$ cat config.mk
export PLATFORM = sky130hd
export DESIGN_NAME = seq_priority_encoder
export DESIGN_NICKNAME = d
export VERILOG_FILES = /design/src/rtl/seq_priority_encoder_pkg.sv /design/src/rtl/seq_priority_encoder_lsb_index_find.sv /design/src/rtl/seq_priority_encoder.sv
export SDC_FILE = /design/constraint.sdc
export NUM_CORES = 1
export LEC_CHECK = 0
export ABC_CLOCK_PERIOD_IN_PS = 7390
export CORE_MARGIN = 4
export CORE_UTILIZATION = 40
export DETAILED_ROUTE_END_ITERATION = 6
export GPL_TIMING_DRIVEN = 0
export PLACE_DENSITY = 0.64
export SYNTH_ARGS = -nofsm -noshare
export SYNTH_HDL_FRONTEND = slang
export SYNTH_HIERARCHICAL = 1
export SYNTH_SLANG_ARGS = --single-unit
$ cat constraint.sdc
create_clock -name clk -period 7.39 [get_ports clk]
set_input_delay 1.478 -clock clk [delete_from_list [all_inputs] [get_ports clk]]
set_output_delay 1.478 -clock clk [all_outputs]
set_load 0.005 [all_outputs]
$ cat src/rtl/seq_priority_encoder_pkg.sv
`default_nettype none
// ============================================================================
// Module      : seq_priority_encoder_pkg
// Description : Shared definitions for the decoder/encoder family: default
//               index width, derived vector width, FSM state encoding and a
//               popcount helper sized to the vector width.
// Revision    : 1.0 - initial release
// ============================================================================
package seq_priority_encoder_pkg;

  localparam int NE = 3;        // default index width
  localparam int W  = 2 ** NE;  // request vector width

  typedef enum logic [0:0] {
    IDLE  = 1'b0,
    SERVE = 1'b1
  } state_t;

  // Number of set bits in a W-bit vector; NE+1 bits so a full vector fits.
  function automatic logic [NE:0] popcount(input logic [W-1:0] v);
    logic [NE:0] n;
    n = '0;
    for (int i = 0; i < W; i++) begin
      n = n + {{NE{1'b0}}, v[i]};
    end
    return n;
  endfunction

endpackage
`default_nettype wire

$ cat src/rtl/seq_priority_encoder_lsb_index_find.sv
`default_nettype none
// ============================================================================
// Module      : lsb_index_find
// Description : Combinational lowest-set-bit finder.
//   vec     in  2**Ne  vector to search
//   idx     out Ne     index of lowest set bit (0 when vec is zero)
//   found   out 1      vec has at least one bit set
//   single  out 1      vec has exactly one bit set
// Revision    : 1.0 - initial release
// ============================================================================
module lsb_index_find #(
  parameter int Ne = 3
) (
  input  logic [2**Ne-1:0] vec,
  output logic [Ne-1:0]    idx,
  output logic             found,
  output logic             single
);

  always_comb begin
    idx = '0;
    // Scan from the top down so the lowest set bit is the last write.
    for (int i = 2**Ne - 1; i >= 0; i--) begin
      if (vec[i]) idx = Ne'(i);
    end
  end

  assign found  = |vec;
  // Clearing the lowest set bit leaves zero only if exactly one was set.
  assign single = found && ((vec & (vec - 1'b1)) == '0);

endmodule
`default_nettype wire

$ cat src/rtl/seq_priority_encoder.sv
`default_nettype none
// ============================================================================
// Module      : seq_priority_encoder
// Description : Captures a request vector via valid/ready, then emits one
//               index per accepted output beat, lowest set bit first.
//   clk        in  1      rising-edge clock
//   rst        in  1      synchronous active-high reset
//   req_valid  in  1      request vector valid
//   req_ready  out 1      block can accept a vector (IDLE)
//   req_vec    in  2**Ne  request vector
//   idx_valid  out 1      idx holds a valid index (SERVE)
//   idx_ready  in  1      consumer accepts idx
//   idx        out Ne     index of lowest pending bit
//   idx_last   out 1      idx is the final pending bit
//   req_count  out Ne+1   set bits in the last accepted vector
//   zero_req   out 1      one-cycle pulse after an all-zero vector accept
// Revision    : 1.0 - initial release
// ============================================================================
module seq_priority_encoder
  import seq_priority_encoder_pkg::*;
#(
  parameter int Ne = 3
) (
  input  logic             clk,
  input  logic             rst,
  input  logic             req_valid,
  output logic             req_ready,
  input  logic [2**Ne-1:0] req_vec,
  output logic             idx_valid,
  input  logic             idx_ready,
  output logic [Ne-1:0]    idx,
  output logic             idx_last,
  output logic [Ne:0]      req_count,
  output logic             zero_req
);

  state_t            r_state, w_state_nxt;
  logic [2**Ne-1:0]  r_pending, w_pending_nxt;
  logic [Ne:0]       r_req_count, w_req_count_nxt;
  logic              r_zero_req, w_zero_req_nxt;

  logic [Ne-1:0]     w_lsb_idx;
  logic              w_found;
  logic              w_single;

  lsb_index_find #(.Ne(Ne)) u_lsb_index_find (
    .vec    (r_pending),
    .idx    (w_lsb_idx),
    .found  (w_found),
    .single (w_single)
  );

  always_ff @(posedge clk) begin
    if (rst) begin
      r_state     <= IDLE;
      r_pending   <= '0;
      r_req_count <= '0;
      r_zero_req  <= 1'b0;
    end else begin
      r_state     <= w_state_nxt;
      r_pending   <= w_pending_nxt;
      r_req_count <= w_req_count_nxt;
      r_zero_req  <= w_zero_req_nxt;
    end
  end

  always_comb begin
    w_state_nxt     = r_state;
    w_pending_nxt   = r_pending;
    w_req_count_nxt = r_req_count;
    w_zero_req_nxt  = 1'b0;
    case (r_state)
      IDLE: begin
        if (req_valid) begin
          if (req_vec != '0) begin
            w_pending_nxt   = req_vec;
            w_req_count_nxt = (Ne + 1)'(popcount(W'(req_vec)));
            w_state_nxt     = SERVE;
          end else begin
            w_req_count_nxt = '0;
            w_zero_req_nxt  = 1'b1;
          end
        end
      end
      SERVE: begin
        if (idx_ready) begin
          // Clear the bit being served: v & (v-1) drops the lowest set bit.
          w_pending_nxt = r_pending & (r_pending - 1'b1);
          if (w_single) w_state_nxt = IDLE;
        end
      end
      default: w_state_nxt = IDLE;
    endcase
  end

  // Outputs decode only from registered state; pending is zero in IDLE,
  // so idx naturally reads 0 there.
  assign req_ready = (r_state == IDLE);
  assign idx_valid = (r_state == SERVE);
  assign idx       = w_lsb_idx;
  assign idx_last  = (r_state == SERVE) && w_single;
  assign req_count = r_req_count;
  assign zero_req  = r_zero_req;

endmodule
`default_nettype wire

==> qor.csv <==
metric;value;unit
cp_slowest_cell;fa_1;
slew_viol_final;0;
worstReg2RegStart;r_pending[3];
whs_path_depth;2;
whs;0.4988;ns
crit-reg2reg-capture;idx_valid;
htreeDepth;1;
holdCritStartpoint;req_count[3];
min_path_type;register to register;
drtIter0Drc;16;
worstSetupEndpointType;register;
cp_top_family;adder cells;
cts_setup_buffers;0;
instances_no_fill;166;
cts_tree;yes;
syn_area;952.2;um^2
fill_cells;236;
antenna_left;0;
crit_top_cell;fa_1;
numCtsBuffers;3;
cts_resized;0;
dp_hpwl;1864;um
p_per_area;177.7;nW/um^2
r2r.worst_path.cells;7;
grt_start_max_net_pins;11;
syn-mean-instance-area;8.426;um^2
cp-start-kind;input port;
grt_pass1_vias;952;
io_pins;23;
grt.overflow.total;0;
min_to;req_count[3];
clock_path_buffers;2;
tightest_slew;0.4426;ns
crit_fanout;3;
syn2layout_area_growth;29.17;%
setup.worst_path.class;input port to register;
crit_buf_inv;3;
placedCellCount;163;
detail_route.drc_violations;0;
clk-insertion-delay-late;0.28;ns
clock-sinks;14;
drive_gt1_share;7.246;%
die_y;56.79;um
p_leak;0.0004828;uW
via_count;897;
ys_warn_count;6;
critPathMaxStageDelay;0.56;ns
syn_nets;133;
die_x;56.79;um
core;2233;um^2
portBuffers;22;
num_rows;17;
hold_violations;0;
max_freq;227.9;MHz
postSynthCellCount;113;
crit_cells;11;
clk_pin_slew_worst_paths;0.08;ns
arrival;4.53;ns
initial_utilization;42.63;%
antenna_found_initial;0;
drt-pass1-iter-count;4;
avgViaCountPerCell;5.404;
grt.total_usage;16.16;%
min_period_over_period;59.39;%
setup_viol;0;
final.min_clock_period;4.389;ns
slew_headroom;70.50;%
rsz0062_at_grt;false;
wl_per_cell;13.70;um
rrSetupSlack;5.64;ns
clock_skew;0.009941;ns
wirelength;2274;um
crit_chain;clkdlybuf4s50_1 -> fa_1 -> inv_1 -> fa_1 -> fa_1 -> inv_1 -> ha_1 -> fa_1 -> xor2_1 -> a22oi_1 -> nor2_1;
status;finished clean;
grt_pass1_wl;4140;um
total_power;218.5;uW
final_nets;160;
required;7.54;ns
max_cap_violations;0;
ir_worst_vdd;0.1219;mV
finalWeightedCongestion;0.7632;
fp.dieArea;3225;um^2
diodes;0;
root_buffer;clkbuf_4;
tns;0;ns
hold_buffers;0;
## tightest hold or removal path, delay by kind of cell, from the launching register on
| kind | cells | cell delay (ns) |
|---|---|---|
| flip-flops | 1 | 0.34 |
| AND/OR/NAND/NOR | 1 | 0.07 |
| AO/OA/AOI/OAI | 1 | 0.06 |
## where the power goes
group	switching [uW]	internal (uW)	total, uW
Combinational	40.8	45.5	86.4
Sequential	8.46	82.0	90.4
Clock	22.9	18.9	41.8
Total	72.2	146	219
## sequential cells by signal (all words and copies together) (netlist names)
name	flops
r_pending	8
req_count	4
idx_valid	1
zero_req	1
## metal layers
metal  track usage, %  vias to the layer above  routed length (um)
met5                0                        -                   0
met4            3.974                        0                  21
met3            5.287                        4                  93
met2            27.89                       16                1159
met1            19.23                      417                1000
li1                 -                      460                   -
## through the flow
stage	area [um^2]	util, %	worst slack (ns)
2_1_floorplan	952.2	-	3.377
3_3_place_gp	1207	54.06	2.744
3_5_place_dp	1207	54.06	2.701
4_1_cts	1230	55.07	2.988
5_1_grt	1230	55.07	2.901
6_report	1230	55.07	3.001
## worst max-delay path by stage
stage | startpoint | end | slack [ns]
2_1_floorplan | req_vec[0] | req_count[2] | 3.38
4_1_cts | req_vec[0] | req_count[2] | 2.99
3_5_place_dp | req_vec[0] | req_count[2] | 2.70
3_3_place_gp | req_vec[0] | req_count[2] | 2.74
5_1_grt | req_vec[0] | req_count[2] | 2.90
6_report | req_vec[0] | req_count[2] | 3.00
## final cells by class
type | instances | area [um^2] | area share, %
buffer | 3 | 11.26 | 0.9156
clock buffer | 3 | 22.52 | 1.831
sequential | 14 | 280.3 | 22.79
timing repair buffer | 22 | 220.2 | 17.90
tap | 28 | 35.03 | 2.848
multi-input combinational | 82 | 608.1 | 49.44
inverter | 14 | 52.55 | 4.273
## placed cells by master, fill, tap and decap left out, types with 4 or more instances in the layout
cell type / instances
a21oi_1: 6
clkdlybuf4s50_1: 22
dfxtp_1: 14
fa_1: 4
ha_1: 4
inv_1: 14
nand2_1: 12
nor2_1: 9
nor3_1: 5
Note: power is estimated with default switching activity, not from simulation.
